--- config.mk ---
export PLATFORM = sky130hd
export DESIGN_NAME = cpu_step_ctrl
export DESIGN_NICKNAME = d
export VERILOG_FILES = /design/src/rtl/cpu_step_ctrl.sv
export SDC_FILE = /design/constraint.sdc
export NUM_CORES = 1
export LEC_CHECK = 0
export CAP_MARGIN = 20
export CORE_ASPECT_RATIO = 1.2
export CORE_MARGIN = 1.5
export CORE_UTILIZATION = 52
export DETAILED_ROUTE_END_ITERATION = 12
export DONT_BUFFER_PORTS = 1
export GPL_TIMING_DRIVEN = 0
export PLACE_DENSITY = 0.8
export SKIP_LAST_GASP = 1
export SLEW_MARGIN = 5
export SYNTH_ARGS = -nofsm -noshare
export SYNTH_HDL_FRONTEND = slang
export SYNTH_SLANG_ARGS = --single-unit
--- constraint.sdc ---
create_clock -name clk -period 1.6 [get_ports clk]
set_input_delay 0.08 -clock clk [delete_from_list [all_inputs] [get_ports clk]]
set_output_delay 0.08 -clock clk [all_outputs]
set_load 0.01 [all_outputs]
--- src/rtl/cpu_step_ctrl.sv ---
`default_nettype none
// ============================================================================
// Module      : cpu_step_ctrl
// Description : Multi-cycle IF/ID/EX/MEM/WB sequencer for the teaching datapath.
//               Owns the IM address, gates the RF/DM write strobes to their
//               own phase and provides run / pause / single-step / halt
//               control from board switches and buttons.
// Revision    : 1.0 - initial release
// ============================================================================
module cpu_step_ctrl #(
    parameter int INSTR_NUM  = 16,
    parameter int ADDR_WIDTH = 4,
    parameter int CNT_WIDTH  = 16
) (
    input  logic                  clk,
    input  logic                  rst,
    input  logic                  run_en,
    input  logic                  step_mode,
    input  logic                  step_req,
    input  logic                  wrap_en,
    input  logic                  reg_write,
    input  logic                  mem_write,
    input  logic                  is_load,
    output logic [ADDR_WIDTH-1:0] pc_o,
    output logic [2:0]            state_o,
    output logic                  ir_we,
    output logic                  rf_we,
    output logic                  dm_we,
    output logic                  instr_done,
    output logic                  halted,
    output logic [CNT_WIDTH-1:0]  retired_cnt
);

    localparam logic [2:0] c_ST_IDLE = 3'd0;
    localparam logic [2:0] c_ST_IF   = 3'd1;
    localparam logic [2:0] c_ST_ID   = 3'd2;
    localparam logic [2:0] c_ST_EX   = 3'd3;
    localparam logic [2:0] c_ST_MEM  = 3'd4;
    localparam logic [2:0] c_ST_WB   = 3'd5;
    localparam logic [2:0] c_ST_HALT = 3'd6;

    localparam logic [ADDR_WIDTH-1:0] c_LAST_PC = ADDR_WIDTH'(INSTR_NUM - 1);

    logic [2:0]            r_state;
    logic [2:0]            w_next_state;
    logic [2:0]            w_ret_target;
    logic                  r_step_d;
    logic [ADDR_WIDTH-1:0] r_pc;
    logic [CNT_WIDTH-1:0]  r_cnt;
    logic                  w_step_rise;
    logic                  w_go;
    logic                  w_last;

    assign w_step_rise = step_req & ~r_step_d;
    assign w_go        = run_en & (~step_mode | w_step_rise);
    assign w_last      = (r_pc == c_LAST_PC);

    assign pc_o        = r_pc;
    assign state_o     = r_state;
    assign retired_cnt = r_cnt;
    assign halted      = (r_state == c_ST_HALT);

    // Where the FSM goes after a retiring cycle: halt at the end of the
    // program, park in IDLE when stepping or paused, else fetch the next one.
    always_comb begin
        w_ret_target = c_ST_IF;
        if (w_last && !wrap_en) begin
            w_ret_target = c_ST_HALT;
        end else if (step_mode || !run_en) begin
            w_ret_target = c_ST_IDLE;
        end
    end

    // State register, step-button edge history, PC and retire counter.
    always_ff @(posedge clk) begin
        if (rst) begin
            r_state  <= c_ST_IDLE;
            r_step_d <= 1'b0;
            r_pc     <= '0;
            r_cnt    <= '0;
        end else begin
            r_state  <= w_next_state;
            r_step_d <= step_req;
            if (instr_done) begin
                if (r_cnt != {CNT_WIDTH{1'b1}}) begin
                    r_cnt <= r_cnt + 1'b1;
                end
                // On halt the PC stays parked on the last instruction.
                if (!w_last) begin
                    r_pc <= r_pc + 1'b1;
                end else if (wrap_en) begin
                    r_pc <= '0;
                end
            end
        end
    end

    // Next-state decode; decode inputs are sampled live from ID onward.
    always_comb begin
        w_next_state = r_state;
        case (r_state)
            c_ST_IDLE: if (w_go) w_next_state = c_ST_IF;
            c_ST_IF:   w_next_state = c_ST_ID;
            c_ST_ID:   w_next_state = c_ST_EX;
            c_ST_EX:   w_next_state = (is_load || mem_write) ? c_ST_MEM : c_ST_WB;
            c_ST_MEM:  w_next_state = is_load ? c_ST_WB : w_ret_target;
            c_ST_WB:   w_next_state = w_ret_target;
            c_ST_HALT: w_next_state = c_ST_HALT;
            default:   w_next_state = c_ST_IDLE;
        endcase
    end

    // Phase-gated strobes; reset suppresses every strobe and retire at once.
    always_comb begin
        ir_we      = 1'b0;
        rf_we      = 1'b0;
        dm_we      = 1'b0;
        instr_done = 1'b0;
        case (r_state)
            c_ST_IF: begin
                ir_we = ~rst;
            end
            c_ST_MEM: begin
                dm_we      = mem_write & ~rst;
                instr_done = ~is_load & ~rst;
            end
            c_ST_WB: begin
                rf_we      = reg_write & ~rst;
                instr_done = ~rst;
            end
            default: begin
                ir_we = 1'b0;
            end
        endcase
    end

endmodule
`default_nettype wire

==> results of run 1 <==
power by group through the flow:
stage          registers (W)  logic [W]  clock network, W
2_1_floorplan       0.000628  0.0000628                 0
3_3_place_gp        0.000629  0.0000741                 0
3_5_place_dp        0.000630  0.0000769                 0
4_1_cts             0.000612  0.0000901          0.000445
5_1_grt             0.000612   0.000120          0.000468
6_report            0.000612   0.000113          0.000451
logic make-up (layout without fill, tap and decap cells):
family          count (synthesis)  count (layout)
simple gates                   70              70
flops                          24              24
fa+ha+maj                       2               2
buf+inv                        11              38
xor+xnor                        1               1
compound gates                 42              42
mux                             3               3
synth_stat cells, types with 2 or more instances:
cell and instances:
clkbuf_1 2, and4_1 2, nor3_1 3, nand2_1 10
ha_1 2, nand2b_1 3, o221a_2 2, inv_1 4
nor2_1 9, nand3_1 6, and3_1 5, mux2_2 2
dfxtp_1 24, o31ai_1 8, a31oi_1 2, nor2b_1 3
o41ai_1 2, a21boi_0 2, or3_1 2, and3b_2 2
o21ai_0 2, or4_1 7, buf_2 3, nor4b_1 2
nand4_1 7, a21oi_1 15
stage by stage:
step | utilization [%] | cell area, µm² | total power, W | instances | worst slack (ns)
2_1_floorplan | - | 1361 | 0.0006906 | 153 | -0.07685
3_3_place_gp | 56.05 | 1403 | 0.0007034 | 186 | -0.3524
3_5_place_dp | 56.05 | 1403 | 0.0007066 | 186 | -0.3805
4_1_cts | 68.35 | 1710 | 0.001146 | 209 | -0.06069
5_1_grt | 74.20 | 1857 | 0.001200 | 213 | -0.1618
6_report | 74.20 | 1857 | 0.001176 | 213 | -0.08300
layout make-up:
cell class              count  area (µm²)
multi-input cells         118       984.7
fillers                   183       645.6
flip-flops and latches     24       509.2
repair buffers             23       203.9
plain buffers               7       50.05
well taps                  33       41.29
clock inverters             1       30.03
clock buffers               3       22.52
inverters                   4       15.01
path summary, 6_finish.rpt:
path	startpoint	end	slack, ns	cells after the start
worst max register to register	retired_cnt[1]$_SDFFE_PP0P_	retired_cnt[12]$_SDFFE_PP0P_	-0.08	6
worst min register to register	retired_cnt[10]$_SDFFE_PP0P_	retired_cnt[10]$_SDFFE_PP0P_	0.54	1
worst max-delay path	retired_cnt[1]$_SDFFE_PP0P_	retired_cnt[12]$_SDFFE_PP0P_	-0.08	6
worst min-delay path	rst	retired_cnt[13]$_SDFFE_PP0P_	0.005	2
layer usage:
metal  part of all wire [%]  vias up  wire length (µm)  GRT usage [%]
li1                       -      658                 -              -
met1                     41      692              1668          30.35
met4                    1.8        0                76          17.06
met5                      0        -                 0              0
met2                     51       63              2080          45.56
met3                    7.1        8               291          7.107
repair_timing:
action / 4_1_cts / 5_1_grt
pin swaps: 11 / 12
gates cloned: 0 / 1
setup buffers: 16 / 5
hold endpoints to repair: 4 / 0
setup endpoints to repair: 22 / 25
hold buffers: 3 / 0
gates resized for setup: 24 / 34
worst register-to-register path: stages, from the launching register on:
cell	delay, ns
dfxtp_4	0.44
ha_4	0.16
nand4_1	0.12
buf_6	0.16
nand4b_4	0.20
or4_1	0.41
a21oi_1	0.13
state kept, by name, summed over array words and instances (netlist names):
register / cells
retired_cnt: 16
pc_o: 4
state_o: 3
r_step_d: 1
==> impl_metrics.yaml, run 1 <==
synth:
  seq_area_frac_synth_pct: 35.69
  synth_area_leaders: "dfxtp_1 36%, a21oi_1 5.6%, o31ai_1 4.5%, or4_1 3.9%, nand4_1 3.3%"
  yosysWarningCount: 0
  ys_types: 48
  muxShareOfSynthArea_pct: 2.416
  synth_fa_ha_area_share_pct: 1.859
  syn-instance-count: 153
  synth_top_family_by_area: "simple AND/OR/NAND/NOR gates"
  async_flop_share_pct: 0
  synth_compound_area_share_pct: 21.56
  yosys_register_bits: 24
  ys.flop_type: "dfxtp_1"
  synth_top_area_cell: "dfxtp_1"
  synthXorXnorAreaFrac_pct: 0.6506
  synth_edf_count: 0
  synthSimpleGateAreaFrac_pct: 33.64
  syn_avg_cell_area_um2: 8.799
  synth_area_um2: 1346
  synth.top_cell.area_share_pct: 35.69
  synth_nets: 164
route:
  drtIter0Drc: 50
  wl_per_cell_um: 19.33
  post-route-drc-count: 0
  routed_wl_mm: 4.117
  firstDrtPassIters: 4
  vias: 1421
  via_per_inst: 6.671
  ant_nets: 0
power_and_ir_drop:
  seqPwrFrac_pct: 52.0
  comb_power_share_pct: 9.6
  ir_drop_v: 0.0007877
  p_switching_w: 0.0002768
  p_int_w: 0.0008989
  pwr-share-clk_pct: 38.4
  power_per_cell_area_nw_per_um2: 633.2
  sw_frac_of_total_pct: 23.55
  p_leak_nw: 0.7020
placed_design:
  place.gp.congestion: 0.8473
  io_buffers: 0
  dpl.hpwl_mm: 2.376
clock_network:
  root_buffer: "clkbuf_4"
  clk_latency_ns: 0.32
  cts_tree: "done"
  clk_pin_slew_worst_paths_ns: 0.14
  numCtsBuffers: 3
  htree_levels: 1
  clkSinkCount: 24
  cts_buffer_depth: 2
floorplanning:
  die_x_um: 49.45
  die_height_um: 58.74
  fp.dieArea_um2: 2905
  rows: 20
  io_pins: 37
  design.core.area_um2: 2502
  initial_core_util_pct: 53.80
worst_setup_path:
  crit_slowest_cell: "dfxtp_4"
  start_kind: "flop"
  cp.arrival_ns: 1.95
  path_class: "reg2reg"
  setup.worst_path.end_class: "flop"
  cp_max_fo: 7
  path_cells: "ha_4 > nand4_1 > buf_6 > nand4b_4 > or4_1 > a21oi_1"
  cp_slowest_stage_delay_ns: 0.44
  crit_buf_inv: 1
  cp_top_family: "simple AND/OR/NAND/NOR gates"
  crit_required_ns: 1.86
finish:
  drive_above_1_share_pct: 47.22
  final_cell_mix: "17 x buf_4, 11 x dfxtp_2, 10 x nand2_1, 10 x a21oi_1, 9 x dfxtp_1"
  syn_to_final_growth_pct: 37.92
  diodes: 0
  final_common_cell: "buf_4"
  fin_nets: 192
timing:
  finalMaxSlewViolations: 0
  holdWs_ns: 0.005172
  finalHoldViolCount: 0
  period_share_pct: 105.2
  layout_setup_ws_ns: -0.08300
  timing.fmax_ghz: 0.5942
  rsz0062_at_grt: "true"
  finalSetupViolCount: 10
  tightestPinTransition_ns: 0.4788
  finClkSkew_ns: 0.004693
  relSlewSlack_pct: 67.73
  min_period_ns: 1.683
  setup_tns_ns: -0.3700
run_status:
  status: "finished, violations left"
  violations: "negative setup slack"
global_route:
  antenna_found_initial: 0
  grt_max_degree: 15
  grt_pass1_vias: 1381
  grt-ovfl-total: 0
  grtUsageTotal_pct: 26.95
  grt_first_pass_wirelength_mm: 6.127
flow_run:
  maxCapViolations: 0
hold_path:
  min_path_type: "in2reg"
Note: power is estimated with default switching activity, not from simulation.
==> run 2: changes to the inputs <==
CORE_UTILIZATION = 55   (was 52)
PLACE_DENSITY = 0.83   (was 0.8)
==> run 2 against run 1 <==
The run ends with negative hold slack, negative setup slack left. Global-route usage increased by 2.5 points. Sequential power about the same. Core utilization increased by 7.2 points. Critical path type unchanged.
==> impl_metrics.yaml, run 2 (same netlist as run 1, synthesis figures left out) <==
run_status:
  status: "finished, violations left"
  violations: "negative hold slack, negative setup slack"
floorplanning:
  design.core.area_um2: 2306
  die_height_um: 57.20
  io_pins: 37
  rows: 19
  fp.dieArea_um2: 2755
  initial_core_util_pct: 58.38
  die_x_um: 48.17
hold_path:
  min_from: "rst"
  hold_path_end: "retired_cnt[13]$_SDFFE_PP0P_"
  hold_depth: 2
  min_path_type: "in2reg"
clock_network:
  clkSinkCount: 24
  clk_latency_ns: 0.33
  numCtsBuffers: 3
  clk_pin_slew_worst_paths_ns: 0.14
  cts_buffer_depth: 2
  root_buffer: "clkbuf_4"
  htree_levels: 1
  cts_tree: "done"
global_route:
  grtUsageTotal_pct: 29.41
  antenna_found_initial: 0
  grt-ovfl-total: 0
  grt_pass1_vias: 1337
  grt_max_degree: 14
  grt_first_pass_wirelength_mm: 5.968
finish:
  utilization_pct: 81.44
  syn_to_final_growth_pct: 39.50
  final_common_cell: "buf_4"
  diodes: 0
  design_area_um2: 1878
  final_cell_mix: "25 x buf_4, 11 x dfxtp_1, 10 x nand2_1, 9 x a21oi_1"
  drive_above_1_share_pct: 48.40
  largest_reg_flops: 16
  fin_nets: 200
worst_setup_path:
  setup.worst_path.end_class: "flop"
  crit_required_ns: 1.87
  cp.arrival_ns: 2.01
  r2r-start: "retired_cnt[0]$_SDFFE_PP0P_"
  cp_max_fo: 8
  path_class: "reg2reg"
  r2r_cells: 5
  r2r_slack_ns: -0.14
  r2r_end: "retired_cnt[12]$_SDFFE_PP0P_"
  start_kind: "flop"
timing:
  min_period_ns: 1.739
  timing.fmax_ghz: 0.5749
  finClkSkew_ns: 0.009263
  rsz0062_at_grt: "true"
  period_share_pct: 108.7
  finalMaxSlewViolations: 0
  relSlewSlack_pct: 49.45
  finalSetupViolCount: 20
  holdWs_ns: -0.007479
  tightestPinTransition_ns: 0.7485
  layout_setup_ws_ns: -0.1394
  finalHoldViolCount: 1
placed_design:
  placed_cell_area_um2: 1400
  pre_cts_slack_ns: -0.3524
  place.gp.congestion: 0.7925
  dpl.hpwl_mm: 2.253
  io_buffers: 0
route:
  wl_per_cell_um: 19.29
  firstDrtPassIters: 6
  ant_nets: 0
  via_per_inst: 6.662
  vias: 1459
  routed_wl_mm: 4.224
  post-route-drc-count: 0
  drtIter0Drc: 61
power_and_ir_drop:
  power_per_cell_area_nw_per_um2: 560.1
  p_leak_nw: 0.7145
  ir_drop_v: 0.0007096
flow_run:
  maxCapViolations: 0
-- run 2: cell count changes in the layout (fill, tap and decap cells not counted), moves of 2 or more --
cell / before / now
buf_4: 17 / 25
o31ai_2: 0 / 3
dfxtp_2: 11 / 8
o31ai_1: 7 / 5
dfxtp_1: 9 / 11
-- run 2: where the power goes --
| group | switching [W] | internal (W) |
|---|---|---|
| Combinational | 0.0000612 | 0.0000463 |
| Sequential | 0.0000122 | 0.000597 |
| Clock | 0.000196 | 0.000140 |
-- run 2: worst max-delay path, stage by stage (launching register included) --
cell and delay [ns]:
dfxtp_4 0.44, ha_4 0.15, nand4_1 0.16, nand4b_4 0.23, or4_4 0.53, a21oi_2 0.15
-- run 2: worst max-delay path by stage --
| stage | cells past startpoint | slack [ns] | from | to |
|---|---|---|---|---|
| 6_report | 5 | -0.14 | retired_cnt[0]$_SDFFE_PP0P_ | retired_cnt[12]$_SDFFE_PP0P_ |
| 3_5_place_dp | 6 | -0.35 | retired_cnt[0]$_SDFFE_PP0P_ | retired_cnt[3]$_SDFFE_PP0P_ |
| 5_1_grt | 6 | -0.16 | state_o[2]$_SDFFE_PP0P_ | retired_cnt[12]$_SDFFE_PP0P_ |
| 2_1_floorplan | 5 | -0.08 | state_o[2]$_SDFFE_PP0P_ | retired_cnt[12]$_SDFFE_PP0P_ |
| 3_3_place_gp | 6 | -0.33 | retired_cnt[0]$_SDFFE_PP0P_ | retired_cnt[3]$_SDFFE_PP0P_ |
| 4_1_cts | 6 | -0.07 | retired_cnt[0]$_SDFFE_PP0P_ | retired_cnt[11]$_SDFFE_PP0P_ |
-- run 2: final cells by class --
class / count / area, µm²
Buffer: 7 / 50.05
Timing Repair Buffer: 31 / 264.0
Sequential cell: 24 / 509.2
Inverter: 4 / 15.01
Tap cell: 31 / 38.79
Fill cell: 152 / 427.9
Clock buffer: 4 / 36.28
Multi-Input combinational cell: 118 / 964.7
-- run 2: per-stage QoR --
stage / std cells / TNS (ns) / total power, W
CTS: 213 / -0.3980 / 0.001032
global route: 219 / -2.615 / 0.001082
floorplan: 153 / -0.5455 / 0.0006906
finish: 219 / -1.358 / 0.001052
detailed placement: 184 / -4.459 / 0.0007066
global placement: 184 / -3.740 / 0.0007026
-- run 2: per-layer routing --
layer / track usage, % / part of all wire, %
met1: 35.52 / 39
met4: 10.81 / 2.2
met2: 49.44 / 52
met3: 5.380 / 7.0
met5: 0 / 0
-- run 2: timing repair --
item,CTS,global route
endpoints found under the hold margin,4,0
cloned,1,0
resized for setup,22,33
setup endpoints to repair,22,27
buffers inserted,21,8
pin swaps,11,15
hold buffers,3,0
